--- config.mk ---
export PLATFORM = sky130hd
export DESIGN_NAME = vga_timing_gen
export DESIGN_NICKNAME = d
export VERILOG_FILES = /design/src/rtl/vga_timing_gen.sv
export SDC_FILE = /design/constraint.sdc
export NUM_CORES = 1
export LEC_CHECK = 0
export BUFFER_PORTS_ARGS = -buffer_cell sky130_fd_sc_hd__buf_2
export CAP_MARGIN = 15
export CORE_MARGIN = 1
export CORE_UTILIZATION = 42
export DETAILED_ROUTE_END_ITERATION = 10
export GPL_TIMING_DRIVEN = 0
export SETUP_SLACK_MARGIN = 0.2
export SKIP_LAST_GASP = 1
export SLEW_MARGIN = 40
export SYNTH_ARGS = -nofsm -noshare
export SYNTH_HDL_FRONTEND = slang
export SYNTH_SLANG_ARGS = --single-unit
--- constraint.sdc ---
create_clock -name clk -period 3.24 [get_ports clk]
set_input_delay 0.162 -clock clk [delete_from_list [all_inputs] [get_ports clk]]
set_output_delay 0.162 -clock clk [all_outputs]
set_load 0.05 [all_outputs]
--- src/rtl/vga_timing_gen.sv ---
// vga_timing_gen -- raster timing generator for a VGA-style display.
//
// Walks a (hdata, vdata) position through a HMAX x VMAX raster, one pixel per
// clk with ce=1, and produces registered sync/visible flags plus one-clk event
// pulses that all describe the position shown on hdata/vdata in the same cycle.
//
// Ports:
//   clk          single clock
//   rst          synchronous active-high reset (parks at the last raster pixel)
//   ce           pixel clock enable; one pixel advance per clk while high
//   hdata/vdata  current horizontal / vertical position
//   hsync/vsync  sync outputs, active level set by HSPP / VSPP (1 = positive)
//   data_enable  high while the position lies in the visible area
//   line_start   one-clk pulse when hdata newly becomes 0
//   frame_start  one-clk pulse when the position newly becomes (0,0)
//   vblank_start one-clk pulse when the position newly becomes (0,VSIZE)
//   addr         linear framebuffer address of the current visible pixel
//
// Build option: define VGA_TIMING_ADDR_EN to include the address counter;
// without it addr is tied to 0.
module vga_timing_gen #(
  parameter int WIDTH      = 12,
  parameter int HSIZE      = 800,
  parameter int HFP        = 856,
  parameter int HSP        = 976,
  parameter int HMAX       = 1040,
  parameter int VSIZE      = 600,
  parameter int VFP        = 637,
  parameter int VSP        = 643,
  parameter int VMAX       = 666,
  parameter int HSPP       = 1,
  parameter int VSPP       = 1,
  parameter int ADDR_WIDTH = 19
) (
  input  logic                  clk,
  input  logic                  rst,
  input  logic                  ce,
  output logic [WIDTH-1:0]      hdata,
  output logic [WIDTH-1:0]      vdata,
  output logic                  hsync,
  output logic                  vsync,
  output logic                  data_enable,
  output logic                  line_start,
  output logic                  frame_start,
  output logic                  vblank_start,
  output logic [ADDR_WIDTH-1:0] addr
);

  localparam logic [WIDTH-1:0] ONE_W   = WIDTH'(1);
  localparam logic [WIDTH-1:0] H_LAST  = WIDTH'(HMAX - 1);
  localparam logic [WIDTH-1:0] V_LAST  = WIDTH'(VMAX - 1);
  localparam logic [WIDTH-1:0] HSIZE_W = WIDTH'(HSIZE);
  localparam logic [WIDTH-1:0] HFP_W   = WIDTH'(HFP);
  localparam logic [WIDTH-1:0] HSP_W   = WIDTH'(HSP);
  localparam logic [WIDTH-1:0] VSIZE_W = WIDTH'(VSIZE);
  localparam logic [WIDTH-1:0] VFP_W   = WIDTH'(VFP);
  localparam logic [WIDTH-1:0] VSP_W   = WIDTH'(VSP);
  localparam logic             HS_ON   = (HSPP != 0);
  localparam logic             VS_ON   = (VSPP != 0);

  // Sync level for a position: active inside [lo, hi), inactive elsewhere.
  function automatic logic sync_level(input logic [WIDTH-1:0] pos,
                                      input logic [WIDTH-1:0] lo,
                                      input logic [WIDTH-1:0] hi,
                                      input logic             on);
    return ((pos >= lo) && (pos < hi)) ? on : ~on;
  endfunction

  logic [WIDTH-1:0] h_nxt_p0;
  logic [WIDTH-1:0] v_nxt_p0;
  logic             vis_nxt_p0;
  logic             vld_p0;

  // ---- stage p0: next raster position, decoded before it is registered ----
  // All outputs are computed from this next position so that, once registered,
  // they describe the same pixel as hdata/vdata.
  always_comb begin
    vld_p0   = ce;
    h_nxt_p0 = hdata + ONE_W;
    v_nxt_p0 = vdata;
    if (hdata == H_LAST) begin
      h_nxt_p0 = '0;
      v_nxt_p0 = (vdata == V_LAST) ? '0 : (vdata + ONE_W);
    end
    vis_nxt_p0 = (h_nxt_p0 < HSIZE_W) && (v_nxt_p0 < VSIZE_W);
  end

  // ---- stage p1: registered position, levels and pulses ----
  // Reset parks on the last raster pixel so the first enabled advance lands on
  // (0,0) and naturally raises frame_start and line_start.
  always_ff @(posedge clk) begin
    if (rst) begin
      hdata        <= H_LAST;
      vdata        <= V_LAST;
      hsync        <= ~HS_ON;
      vsync        <= ~VS_ON;
      data_enable  <= 1'b0;
      line_start   <= 1'b0;
      frame_start  <= 1'b0;
      vblank_start <= 1'b0;
    end else if (vld_p0) begin
      hdata        <= h_nxt_p0;
      vdata        <= v_nxt_p0;
      hsync        <= sync_level(h_nxt_p0, HFP_W, HSP_W, HS_ON);
      vsync        <= sync_level(v_nxt_p0, VFP_W, VSP_W, VS_ON);
      data_enable  <= vis_nxt_p0;
      line_start   <= (h_nxt_p0 == '0);
      frame_start  <= (h_nxt_p0 == '0) && (v_nxt_p0 == '0);
      vblank_start <= (h_nxt_p0 == '0) && (v_nxt_p0 == VSIZE_W);
    end else begin
      line_start   <= 1'b0;
      frame_start  <= 1'b0;
      vblank_start <= 1'b0;
    end
  end

`ifdef VGA_TIMING_ADDR_EN
  localparam logic [ADDR_WIDTH-1:0] ADDR_ONE = ADDR_WIDTH'(1);

  // Visible pixels are visited in raster order, so counting visible advances
  // yields vdata*HSIZE+hdata without a multiplier.
  always_ff @(posedge clk) begin
    if (rst) begin
      addr <= '0;
    end else if (vld_p0) begin
      if ((h_nxt_p0 == '0) && (v_nxt_p0 == '0)) begin
        addr <= '0;
      end else if (vis_nxt_p0) begin
        addr <= addr + ADDR_ONE;
      end
    end
  end
`else
  assign addr = '0;
`endif

endmodule

Word level (Yosys, flattened, before mapping)
Cells that the tools add are included.
Cells by class
  reduce and logical (&&, ||, !) cells: 8
  eq/ne operators: 3
  $lt $le $gt $ge: 6
  muxes and demuxes: 5
  $add $sub $neg: 2
  bitwise gates (word level): 1
Operator list (number)
  12-bit by 10-bit < comparator with 1-bit output, second input constant: 4
  12-bit 2-to-1 mux: 3
  12-bit by 1-bit adder with 12-bit output, second input constant: 2
  12-bit by 10-bit equality test with 1-bit output, second input constant: 2
  12-bit by 10-bit >= comparator with 1-bit output, second input constant: 2
  12-bit logical NOT: 2
  12-bit by 11-bit equality test with 1-bit output, second input constant: 1
  1-bit logical AND: 5
  1-bit 2-to-1 mux: 2
  2-bit OR reduction: 1
  1-bit inverter: 1
Storage, ports and cells
  word-level logic and storage cells: 33
  output and inout bits: 49
  flip-flop bits (word level): 30
  input port bits: 3

Depth between registers and ports, before layout
  depth after elaboration: 6
  depth in mapped cells: 10

Least setup slack after synthesis
OpenSTA, ideal clock, no wires.
  path type: flip-flop to flip-flop
  from: reg vdata[0]
  to: reg vsync
  buffers on the path: 0
  arrival: 2744 ps
  setup time: 62 ps
  cell stages (with the launch flop): 9
  setup slack: 434 ps
  path through: dfxtp_1 > ha_1 > nand2_1 > or4b_2 > a21oi_1 > a21oi_1 > or4b_1 > o31ai_1 > a32o_1
On the way
  word-level cells in the longest chain between the ends: 6
Ends and longest elaborated chain
  start, declared: RTL line 39  | output logic [WIDTH-1:0] vdata,
  start signal, assigned: RTL line 103  | vdata <= v_nxt_p0;
  12-bit by 1-bit adder with 12-bit output or 12-bit by 10-bit equality test with 1-bit output (tied branches): RTL line 83  | v_nxt_p0 = (vdata == V_LAST) ? '0 : (vdata + ONE_W);
  12-bit 2-to-1 mux: RTL line 83
  12-bit 2-to-1 mux (*): RTL line 81  | if (hdata == H_LAST) begin
  12-bit by 10-bit >= comparator with 1-bit output or 12-bit by 10-bit < comparator with 1-bit output (tied branches): RTL line 66  | return ((pos >= lo) && (pos < hi)) ? on : ~on;
  1-bit logical AND (*): RTL line 66
  1-bit 2-to-1 mux (*): RTL line 66
  end signal, assigned: RTL line 96  | vsync <= ~VS_ON;
  end signal, assigned: RTL line 105  | vsync <= sync_level(v_nxt_p0, VFP_W, VSP_W, VS_ON);
  end, declared: RTL line 41  | output logic vsync,
Mark *: on every way between the ends. The rest lies on a longest branch, timed or not.
A chain may end at the register's enable or synchronous reset.

Worst setup path in the final report
  from: reg hdata[0]
  to: reg vblank_start
On the way
  word-level cells in the longest chain between the ends: 4
Ends and longest elaborated chain
  start, declared: RTL line 38  | output logic [WIDTH-1:0] hdata,
  start signal, assigned: RTL line 102  | hdata <= h_nxt_p0;
  12-bit by 1-bit adder with 12-bit output or 12-bit by 11-bit equality test with 1-bit output (tied branches): RTL line 79, 81
  12-bit 2-to-1 mux: RTL line 81
  12-bit logical NOT or 12-bit by 10-bit equality test with 1-bit output (tied branches): RTL line 109  | vblank_start <= (h_nxt_p0 == '0) && (v_nxt_p0 == VSIZE_W);
  1-bit logical AND (*): RTL line 109
  end signal, assigned: RTL line 109
  end, declared: RTL line 45  | output logic vblank_start,
Marked as above.

==> summary.txt <==
Routing
  – Via count: 2,242
  – Drt first pass iters: 4
  – Initial DRC count: 204
  – Final ANT Viol Nets: 0
  – Drt total wl: 6.10 mm
  – Remaining DRCs: 0
  – WL/cell: 14.7 um
  – Vias per inst: 5.42

Power and ir drop
  – PD cells: 459 nW/um^2
  – Leak pwr: 1.12 nW
  – Maximum VDD drop: 209 uV

Worst setup path
  – Peak fanout along the critical path: 10
  – Worst Path Required: 3.43 ns
  – Crit path DAT: 2.97 ns
  – CP Buf/Inv Count: 1
  – Startpoint types: flop
  – Worst-path cell chain: ha_1 > nand3_1 > buf_2 > or3_1 > a22o_1 > a21oi_2 > nor3b_4 > nand4_2 > nor4_2
  – Setup CP Type: reg -> reg
  – Max incr delay on CP: 0.45 ns
  – CP Capture Type: flop
  – Crit-path leading delay family: simple AND/OR/NAND/NOR gates
  – Critical-path top delay cell: or3_1

Timing
  – Fin Hold WS: 0.260 ns
  – Tcrit/Tclk final: 85.7%
  – Final Setup Violations: 0
  – RSZ-0062 raised after global routing: no
  – Max Slew Vio Count: 0
  – Minimum clock period after layout: 2.78 ns
  – Max Freq: 360 MHz
  – Slew @ Worst Pin: 0.630 ns
  – Final TNS setup: 0 ns
  – Hold Vio Cnt, Final: 0
  – Slew HR: 58.0%
  – Clock skew: 0.00257 ns

Yosys
  – Prevailing post-synth register cell: dfxtp_1
  – Post-Syn Area: 2260 um^2
  – Seq/Total Area, Yosys: 26.5%
  – Avg Inst Size Synth: 7.85 um^2
  – Mapped Cells: 288
  – Unique masters post-synth: 64
  – Yosys warns: 0
  – FF+latch count, synth: 30
  – Fraction of registers with async set/reset: 0%
  – Post-synth EDFFs: 0

Run
  – Max Cap Violations: 0

Clocking
  – CTS Buffer Depth: 2
  – CTS H-tree lvls: 2
  – TritonCTS clock tree: done
  – Root Buffer: clkbuf_8
  – Clk Latency, worst-skew pair: 0.28 ns
  – Post-CTS setup buffers: 0
  – CTS buffer count: 5
  – Clock-pin slew on the worst setup and hold paths: 0.06 ns
  – Clock sink total: 30

Placed design
  – I/O Buffers: 32
  – Gpl congestion: 0.925
  – HPWL Detailed: 4.49 mm

Floorplanning
  – Total die area: 5680 um^2
  – Die width: 75.4 um
  – Core Box Area: 5140 um^2
  – Die Y: 75.4 um
  – Initial Utilization: 44.0%
  – Row count: 26
  – # IOs: 52

Global route
  – First-pass GRT wire length: 9.79 mm
  – Congestion Overflow GR: 0
  – Initial antenna violation count: 0
  – Global Route Usage Sum: 23.1%
  – Largest net degree at the start of global routing: 12
  – Vias in the first global route: 1,909

Finish
  – Synth-to-layout area growth: 17.8%
  – # fillers: 541
  – Share of cells above drive strength 1: 24.4%
  – Nets: 351
  – # diodes: 0

Min path
  – Hold Crit Class: in -> reg

Status
  – Outcome: finished clean
## cells by family (layout without fill, tap and decap cells)
| family | count (synthesis) | count (layout) | share of synthesized area, % |
|---|---|---|---|
| simple gates | 126 | 126 | 33.3 |
| compound gates | 62 | 62 | 18.8 |
| buf+inv | 47 | 85 | 12.0 |
| flops | 30 | 30 | 26.5 |
| xor+xnor | 16 | 16 | 6.19 |
| fa+ha+maj | 3 | 3 | 1.66 |
| mux | 3 | 3 | 1.38 |
| other cells | 1 | 19 | 0.166 |
## power breakdown
part           switching (mW)  internal (mW)  leakage, nW
Clock                   0.134          0.163       0.0431
Sequential             0.0260          0.390        0.244
Combinational           0.349          0.161        0.836
## tightest hold or removal path: cells and delay by family
family                 cells  cell delay (ns)
buffers and inverters      2             0.24
and+or+nand+nor            1             0.10
## metal layers
| layer | vias up | part of all wire [%] | global-route usage [%] |
|---|---|---|---|
| met4 | 0 | 1.0 | 6.79 |
| li1 | 1147 | - | - |
| met2 | 66 | 43 | 34.1 |
| met3 | 6 | 6.7 | 5.03 |
| met1 | 1023 | 49 | 33.5 |
| met5 | - | 0 | 0 |
## cell usage in the layout (no fill, tap or decap), types with 9 or more instances in the layout
cell,count
buf_2,39
dfxtp_1,30
nand2_1,22
nor2_1,20
buf_4,19
conb_1,19
a21oi_1,16
nor3_1,13
nand4_1,11
nand3_1,10
o21ai_0,10
clkbuf_1,9
xor2_1,9
## synth_stat cells, drive strengths merged, types with 3 or more instances
master / n / share of area (%)
nand4: 12 / 3.6
a22o: 3 / 1.2
dfxtp: 30 / 27
o211ai: 4 / 1.3
xor2: 9 / 3.5
nand2b: 3 / 0.83
and3: 7 / 1.9
nor3: 15 / 4.0
xnor2: 7 / 2.7
nor2: 20 / 3.3
ha: 3 / 1.7
o21ai: 11 / 2.4
buf: 29 / 9.0
o31ai: 3 / 1.0
and2: 3 / 0.83
nand3: 10 / 2.2
or4: 5 / 1.8
or4b: 4 / 1.9
nand2: 22 / 3.7
clkbuf: 9 / 1.5
or3: 8 / 2.4
a31oi: 5 / 1.4
inv: 8 / 1.3
nor4: 7 / 2.8
a21oi: 17 / 3.9
## flip-flops by register name, indices dropped and copies added, names as in the netlist
name	flops
data_enable	1
frame_start	1
hdata	12
hsync	1
line_start	1
vblank_start	1
vdata	12
vsync	1
## path summary, 6_finish.rpt
path	cells past startpoint	start	slack, ns	endpoint
setup / recovery	9	hdata[0]	0.46	vblank_start
hold / removal	3	rst	0.26	vdata[4]
setup reg to reg	9	hdata[0]	0.46	vblank_start
hold reg to reg	1	hsync	0.48	hsync
## final cells by class
type	instances	area (um^2)	area share (%)
flip-flops and latches	30	601	22.5
inverters	9	33.8	1.27
well taps	70	87.6	3.29
plain buffers	38	238	8.92
clock buffers	6	82.6	3.10
multi-input cells	229	1460	54.9
repair buffers	32	160	6.01
## per-stage QoR
step	std cells	cell area (um^2)	utilization (%)	power [mW]	setup WS, ns
after floorplan	306	2330	-	0.824	0.434
after global placement	408	2580	50.1	0.923	0.509
after detailed placement	408	2580	50.1	0.926	0.503
after CTS	414	2660	51.8	1.23	0.477
after global routing	414	2660	51.8	1.30	0.217
final	414	2660	51.8	1.22	0.463
## what timing repair did
item                                    4_1_cts  5_1_grt
resized for setup                             0        1
endpoints found under the setup margin        0        1
hold buffers                                  0        0
Power figures use the tool's default switching activity.
